===== src/rtl/dac_pkg.sv =====
// Command encoding and FSM state type shared by the DAC channel scheduler and its bench.
package dac_pkg;

    localparam logic [3:0] CMD_WRITE_UPDATE = 4'd3;
    localparam logic [3:0] CMD_REF_SETUP    = 4'd8;
    localparam logic [7:0] REF_ON_TAIL      = 8'd1;
    localparam int         DAC_WORD_W       = 28;

    localparam logic [DAC_WORD_W-1:0] REF_SETUP_WORD =
        {CMD_REF_SETUP, 4'd0, 12'd0, REF_ON_TAIL};

    typedef enum logic [2:0] {
        SETUP     = 3'd0,
        GO        = 3'd1,
        WAIT_RISE = 3'd2,
        WAIT_FALL = 3'd3,
        DONE      = 3'd4,
        ARB       = 3'd5
    } dac_state_t;

    // Address bit 3 stays zero so broadcast (4'hF) can never be produced.
    function automatic logic [DAC_WORD_W-1:0] write_word(input logic [2:0]  ch,
                                                         input logic [11:0] data);
        return {CMD_WRITE_UPDATE, 1'b0, ch, data, 8'd0};
    endfunction

endpackage


===== src/rtl/dac_rr_arbiter.sv =====
// Combinational round-robin pick: first requester after ptr, wrapping modulo NUM_CH.
module dac_rr_arbiter #(
    parameter int NUM_CH = 8
) (
    input  logic [NUM_CH-1:0] req,
    input  logic [2:0]        ptr,
    output logic              grant_valid,
    output logic [2:0]        grant_idx
);

    logic [7:0] req_pad;

    assign req_pad = 8'(req);

    // Walk the ring backwards so the nearest requester after ptr is the last write.
    always_comb begin
        int j;
        grant_valid = 1'b0;
        grant_idx   = '0;
        j           = 0;
        for (int i = NUM_CH; i >= 1; i--) begin
            j = int'(ptr) + i;
            if (j >= NUM_CH) j = j - NUM_CH;
            if (req_pad[j[2:0]]) begin
                grant_valid = 1'b1;
                grant_idx   = j[2:0];
            end
        end
    end

endmodule


===== src/rtl/dac_channel_scheduler.sv =====
// Shares one DAC serial command path between up to 8 channel requesters,
// issuing the reference setup command once after reset.
//
//   state     | meaning
//   ----------+------------------------------------------------------------
//   SETUP     | load the internal-reference setup word
//   GO        | fire go_DAC, clear the rise timer
//   WAIT_RISE | wait for the serializer to go busy, time out after BUSY_TO
//   WAIT_FALL | wait for the serializer to finish
//   DONE      | mark init complete
//   ARB       | round-robin grant, capture sample, build write-and-update
module dac_channel_scheduler
    import dac_pkg::*;
#(
    parameter int NUM_CH  = 8,
    parameter int DATA_W  = 12,
    parameter int BUSY_TO = 15
) (
    input  logic                     clk,
    input  logic                     reset_Async,
    input  logic [NUM_CH-1:0]        ch_req,
    input  logic [NUM_CH*DATA_W-1:0] ch_data,
    output logic [NUM_CH-1:0]        ch_ack,
    input  logic                     trans,
    output logic [DAC_WORD_W-1:0]    DAC_in,
    output logic                     go_DAC,
    output logic                     init_done,
    output logic [2:0]               cur_ch,
    output logic                     err_timeout
);

    localparam int             CNT_W    = $clog2(BUSY_TO + 1);
    localparam logic [CNT_W-1:0] CNT_TC = CNT_W'(BUSY_TO);
    localparam logic [2:0]     LAST_CH  = 3'(NUM_CH - 1);

    dac_state_t              state, state_n;
    logic [DAC_WORD_W-1:0]   dac_in_n;
    logic                    go_n, init_n, err_n;
    logic [NUM_CH-1:0]       ack_n;
    logic [2:0]              cur_ch_n, ptr, ptr_n;
    logic [CNT_W-1:0]        cnt, cnt_n, cnt_inc;
    logic                    grant_valid;
    logic [2:0]              grant_idx;
    logic [DATA_W-1:0]       sel_data;

    dac_rr_arbiter #(.NUM_CH(NUM_CH)) u_arb (
        .req         (ch_req),
        .ptr         (ptr),
        .grant_valid (grant_valid),
        .grant_idx   (grant_idx)
    );

    always_comb begin
        sel_data = '0;
        for (int c = 0; c < NUM_CH; c++)
            if (3'(c) == grant_idx) sel_data = ch_data[c*DATA_W +: DATA_W];
    end

    always_ff @(posedge clk or posedge reset_Async) begin
        if (reset_Async) begin
            state       <= SETUP;
            DAC_in      <= REF_SETUP_WORD;
            go_DAC      <= 1'b0;
            ch_ack      <= '0;
            init_done   <= 1'b0;
            cur_ch      <= LAST_CH;
            err_timeout <= 1'b0;
            ptr         <= LAST_CH;
            cnt         <= '0;
        end else begin
            state       <= state_n;
            DAC_in      <= dac_in_n;
            go_DAC      <= go_n;
            ch_ack      <= ack_n;
            init_done   <= init_n;
            cur_ch      <= cur_ch_n;
            err_timeout <= err_n;
            ptr         <= ptr_n;
            cnt         <= cnt_n;
        end
    end

    // All outputs are registered: an action taken in a state shows up one cycle later.
    always_comb begin
        state_n  = state;
        dac_in_n = DAC_in;
        go_n     = 1'b0;
        ack_n    = '0;
        init_n   = init_done;
        cur_ch_n = cur_ch;
        err_n    = err_timeout;
        ptr_n    = ptr;
        cnt_n    = cnt;
        cnt_inc  = cnt + 1'b1;
        case (state)
            SETUP: begin
                dac_in_n = REF_SETUP_WORD;
                state_n  = GO;
            end
            GO: begin
                go_n    = 1'b1;
                cnt_n   = '0;
                state_n = WAIT_RISE;
            end
            WAIT_RISE: begin
                if (trans) begin
                    state_n = WAIT_FALL;
                end else begin
                    cnt_n = cnt_inc;
                    if (cnt_inc == CNT_TC) begin
                        err_n   = 1'b1;
                        state_n = WAIT_FALL;
                    end
                end
            end
            WAIT_FALL: begin
                if (!trans) state_n = DONE;
            end
            DONE: begin
                init_n  = 1'b1;
                state_n = ARB;
            end
            ARB: begin
                if (grant_valid) begin
                    dac_in_n = write_word(grant_idx, sel_data);
                    for (int c = 0; c < NUM_CH; c++) ack_n[c] = (3'(c) == grant_idx);
                    cur_ch_n = grant_idx;
                    ptr_n    = grant_idx;
                    state_n  = GO;
                end
            end
            default: state_n = SETUP;
        endcase
    end

endmodule

===== config.mk =====
export PLATFORM = sky130hd
export DESIGN_NAME = dac_channel_scheduler
export DESIGN_NICKNAME = d
export VERILOG_FILES = /design/src/rtl/dac_pkg.sv /design/src/rtl/dac_rr_arbiter.sv /design/src/rtl/dac_channel_scheduler.sv
export SDC_FILE = /design/constraint.sdc
export NUM_CORES = 1
export LEC_CHECK = 0
export ABC_AREA = 1
export BUFFER_PORTS_ARGS = -buffer_cell sky130_fd_sc_hd__buf_4
export CORE_MARGIN = 2
export CORE_UTILIZATION = 48
export DETAILED_ROUTE_END_ITERATION = 8
export HOLD_SLACK_MARGIN = 0.08
export PLACE_DENSITY_LB_ADDON = 0.15
export SYNTH_ARGS = -nofsm -noshare
export SYNTH_HDL_FRONTEND = slang
export SYNTH_SLANG_ARGS = --single-unit
export TNS_END_PERCENT = 1

===== constraint.sdc =====
create_clock -name clk -period 3.6 [get_ports clk]
set_clock_uncertainty 0.2 [all_clocks]
set_input_delay 0.18 -clock clk [delete_from_list [all_inputs] [get_ports clk]]
set_output_delay 0.18 -clock clk [all_outputs]
set_load 0.005 [all_outputs]

Yosys cells after proc, flatten, opt, wreduce, memory -nomap -nowiden --
Index checks and enable logic that the tools add are counted.
Word-level totals: bits in registers 49, logic and storage cells 128
Cells by class: $add $sub $neg 17, magnitude comparators 16, equal/unequal tests 17, muxes and demuxes 60, bitwise operators 1, reduce and logical (&&, ||, !) cells 9
Operators by type and width (number):
- 2-to-1 mux 12 bit | 8
- 2-to-1 mux 3 bit | 20
- case mux 28 bit (2 select lines) | 1
- less-than comparator 3 x 4 -> 1 bit, second input constant | 8
- >= comparator 4 bit, second input constant | 7
- 2-to-1 mux 28 bit | 1
- binary-select mux 1 bit (select 3 bit) | 8
- subtractor 3 x 1 -> 3 bit, second input constant | 8
- case mux 3 bit (6 select lines) | 1
- 2-to-1 mux 1 bit | 17
- adder 3 x 3 -> 4 bit, second input constant | 4
- 2-to-1 mux 8 bit | 2
- equality test 3 bit, first input constant | 4
- adder 3 x 2 -> 4 bit, second input constant | 2
- case mux 4 bit (2 select lines) | 1
- equality test 2 x 3 -> 1 bit, first input constant | 2
- equality test 3 x 2 -> 1 bit, second input constant | 2
- equality test 3 bit, second input constant | 2
- zero test 3 bit | 2
- != test 2 bit, second input constant | 3
- AND reduction 2 bit | 3
- AND reduction 3 bit | 2
- adder 3 x 4 -> 5 bit, second input constant | 1
- >= comparator 5 x 4 -> 1 bit, second input constant | 1
- 9 further kinds | 10

Longest topological paths before layout --
depth in word-level cells 24, depth in mapped cells 25

Cells and area by module --
A second synthesis with hierarchy kept.
Unflattened totals: cell total of the unflattened synthesis 486, area total of the unflattened synthesis 3080.5 µm²
Modules (own cells, without submodules):
- dac_channel_scheduler | times used 1, cells each 363, area an instance 2413.6 µm²
- dac_rr_arbiter | times used 1, cells each 123, area an instance 666.9 µm²

Least setup slack after synthesis --
OpenSTA, ideal clock, no wires.
path type register -> register, start reg ptr[0], end reg DAC_in[11], setup time 0.116 ns, data arrival time 2.795 ns, data required time 3.284 ns, slack 0.488 ns, cell stages (with the launch flop) 25, path buffers 3, clock period less this slack 3.112 ns, path through dfstp_2 buf_6 inv_4 buf_6 ha_1 inv_1 nand3_1 nand3_1 nand2_2 a21oi_1 nand3_1 nand2_1 nand2_1 nand2_1 nand2_2 nand2_4 buf_8 nand2_4 nor2_4 inv_2 or2_0 nand2_1 nand2_1 nand2_1 nand2_1
On the way: cells in the longest elaborated chain, start to end 24, elaborated cells between the ends (all ways) 84, classes of those cells 16 x add/sub; 8 x order compare; 8 x eq/ne; 50 x mux; 2 x reduce/logical
Ends and longest elaborated chain:
- from (decl) | line dac_channel_scheduler.sv:40 | logic [2:0] cur_ch_n, ptr, ptr_n;
- from (signal assigned) | line dac_channel_scheduler.sv:78 | ptr <= ptr_n;
- adder 3 x 4 -> 5 bit | line dac_rr_arbiter.sv:22 | j = int'(ptr) + i;
- >= comparator 5 x 4 -> 1 bit / subtractor 3 x 1 -> 3 bit (equally long branches) | line dac_rr_arbiter.sv:23 | if (j >= NUM_CH) j = j - NUM_CH;
- 2-to-1 mux 3 bit | line dac_rr_arbiter.sv:23
- binary-select mux 1 bit (select 3 bit) | line dac_rr_arbiter.sv:24 | if (req_pad[j[2:0]]) begin
- 2-to-1 mux 1 bit (not written as such) | line dac_rr_arbiter.sv:24
- 2-to-1 mux 3 bit (8 in a row) | line dac_rr_arbiter.sv:24
- zero test 3 bit | line dac_channel_scheduler.sv:56 | if (3'(c) == grant_idx) sel_data = ch_data[c*DATA_W +: DATA_W];
- 2-to-1 mux 12 bit (8 in a row) | line dac_channel_scheduler.sv:56
- 2-to-1 mux 28 bit | line dac_channel_scheduler.sv:124 | if (grant_valid) begin
- case mux 28 bit (2 select lines) | line dac_channel_scheduler.sv:95 | case (state)
- to (signal assigned) | line dac_channel_scheduler.sv:72 | DAC_in <= dac_in_n;
- to (decl) | line dac_channel_scheduler.sv:25 | output logic [DAC_WORD_W-1:0] DAC_in,
Parallel ways exist; a longest one is shown, timed or not. The select of a mux whose other input is x is not followed. A chain may end at the register's enable or synchronous reset.

Final worst setup path --
start reg ptr[1], end reg DAC_in[15]
Same word-level chain as after synthesis.

==> reports/results.tsv <==
metric	value	unit
clk_lat worst skew	290	ps
Core Region	6350	sq um
Buffers & Inverters on Critical Path	2	
Post-synth top flop	dfrtp_1	
Non-Filler Instances	743	
Critical Path AT	3410	ps
worst slew pin tran	514.8	ps
vias in the first global route	4084	
1st-iter DRT viols	343	
vias post-DR	4252	
Rel. slew slack	65.42	%
Avg Inst Size Synth	6.546	sq um
Hold Path Class	in -> reg	
I/O Pins	149	
DIE AREA	7266	sq um
die width	85.24	microns
largest stage delay on the critical path	610	ps
post-synthesis sequential area ratio	30.17	%
Crit Path Max Fanout	16	
vias per cell	5.723	
final number of setup-violating endpoints	0	
initial antenna violation count	0	
final slew viol count	0	
Max Buffers Root-to-Sink	2	
placed cell count	683	
status	completed	
GPL Wtd Cong	1.046	
dpl hpwl	8171	microns
Port Buf Inserts	139	
CTS tree	built	
Tcrit/Tclk final	95.34	%
NumNets Final	776	
proportion of layout cells with a drive suffix above 1	30.33	%
CP most frequent cell	nand2_1	
delay-heaviest family, CP	simple AND/OR/NAND/NOR gates	
number of max-cap violations	0	
Reg clk slew, reported paths	80	ps
Unique masters post-synth	36	
Post-synth EDFFs	0	
Die Span Y	85.24	microns
fin crit period	3432	ps
H-tree depth	2	
GRT Overall Usage	33.60	%
pin count of the biggest net entering global routing	39	
antenna cells	0	
CP Cell Sequence	inv_2 > ha_4 > inv_2 > nand3_1 > nand3_2 > nand2_2 > nand2_1 > nand2_1 > nand2_1 > nand2_1 > nand2_1 > nand3b_1 > nand2_4 > nor2_4 > nand2_2 > nand2_1 > nand2_1 > nand2_1 > nand2_1	
gr ovfl total	0	
clock sinks	38	
Starting Density	49.89	%
global-route wire length before repair	19520	microns
Clk Tree Root Cell	clkbuf_8	
row count	29	
Post-Syn Area	3168	sq um
DRC violations left	0	
CP Launch Type	flop	
Worst path slowest cell	dfstp_2	
number of synthesized register bits	38	
ys async rst share	100.0	%
final-report hold violation count	0	
wire length per cell	16.83	microns
Mapped Cells	484	
Required @ worst endpoint	3580	ps
crit path kind	reg -> reg	
crit end category	flop	
Total Wirelength	12500	microns
Peak Freq	291.4	MHz
Area Overhead vs Synth	52.13	%
Pre-antenna DRT Iters	7	
YS warnings	0	
CTS Buf Count	5	
DRT antenna net count	0	
what timing repair did:
| item | CTS | global route |
|---|---|---|
| gates cloned | 0 | 0 |
| gates resized for setup | 1 | 10 |
| hold buffers | 48 | 0 |
| endpoints found under the setup margin | 7 | 12 |
| pin swaps | 0 | 3 |
| setup buffers | 0 | 4 |
| endpoints found under the hold margin | 48 | 0 |
Yosys cell counts (5+ instances only):
| library cell | number | area share, % |
|---|---|---|
| a21oi_1 | 18 | 2.8 |
| nand2_1 | 149 | 18 |
| nor2_1 | 38 | 4.5 |
| inv_2 | 5 | 0.59 |
| nand3_1 | 61 | 9.6 |
| nand4_1 | 37 | 7.3 |
| nor3_1 | 5 | 0.79 |
| inv_1 | 45 | 5.3 |
| dfrtp_1 | 34 | 27 |
| nand2_2 | 15 | 3.0 |
| buf_4 | 17 | 4.0 |
| o21ai_0 | 8 | 1.3 |
| buf_2 | 9 | 1.4 |
| nand3_2 | 5 | 1.6 |
placed cells by master (no fill, tap or decap), types with 2 or more instances in the layout:
| cell type | instances |
|---|---|
| dfrtp_1 | 34 |
| clkbuf_8 | 6 |
| inv_1 | 43 |
| o21ai_0 | 8 |
| inv_2 | 7 |
| buf_4 | 149 |
| nor2_4 | 3 |
| nor2_1 | 38 |
| nand4_1 | 37 |
| nor3_1 | 5 |
| conb_1 | 9 |
| a31oi_1 | 2 |
| nand2_2 | 16 |
| nand2_4 | 4 |
| ha_1 | 3 |
| nand3_2 | 5 |
| dfstp_2 | 4 |
| dlygate4sd3_1 | 48 |
| nand2_1 | 147 |
| a21oi_1 | 18 |
| nand3_1 | 61 |
kinds of logic (layout without fill, tap and decap cells):
family	count (synthesis)	in the layout	synth area share, %
flip-flops	38	38	30.17
AO/OA/AOI/OAI	32	32	5.530
AND/OR/NAND/NOR	320	320	47.43
adder cells (fa/ha/maj)	4	4	1.580
buffers and inverters	84	258	13.70
multiplexers	1	1	0.3554
XOR/XNOR	4	4	1.106
other	1	9	0.1184
stage by stage:
stage	setup TNS (ps)	setup slack, ps	instance area [sq um]	hold slack, ps	utilization [%]
detailed placement	-17.98	-9.423	4154	131.8	65.42
global route	-35.67	-35.67	4820	110.8	75.90
global placement	0	212.7	4154	128.4	65.42
floorplan	0	488.1	3198	169.4	-
CTS	0	112.1	4731	110.0	74.50
finish	0	167.7	4820	112.1	75.90
tightest hold or removal path: stages:
cell and delay, ps:
buf_4 70, o21ai_0 90, nand4_1 110, nand2_1 70, nand2_1 50
layer usage:
metal  vias to the layer above  track usage, %  part of all wire (%)
met4                         0           14.14                   5.2
met1                      1918           37.54                    34
met5                         -               0                     0
met2                       324           60.72                    50
met3                        89           7.977                    10
li1                       1921               -                     -
registers in the layout, summed over array words and instances, names as in the netlist:
register,count
ptr,3
err_timeout,1
DAC_in,17
init_done,1
state,3
ch_ack,8
go_DAC,1
cnt,4
final timing paths:
| kind | startpoint | end | slack [ps] | cells past startpoint |
|---|---|---|---|---|
| max in group asynchronous | reset_Async | ptr[1] | 2450 | 4 |
| hold reg to reg | err_timeout | err_timeout | 260 | 1 |
| hold / removal | ch_data[29] | DAC_in[13] | 110 | 5 |
| setup reg to reg | ptr[1] | DAC_in[15] | 170 | 19 |
| setup / recovery | ptr[1] | DAC_in[15] | 170 | 19 |
| min in group asynchronous | reset_Async | DAC_in[15] | 380 | 4 |
area by class of cell:
class / instances / area [sq um]
Inverter: 52 / 197.7
Clock buffer: 7 / 86.33
Fill cell: 457 / 1530
Multi-Input combinational cell: 370 / 1859
Sequential cell: 38 / 955.9
Tap cell: 77 / 96.34
Timing Repair Buffer: 198 / 1619
Clock inverter: 1 / 5.005
Power is left out: the tool's default activity adds up to more than one toggle a clock period on the data nets, which glitch-free logic cannot reach.
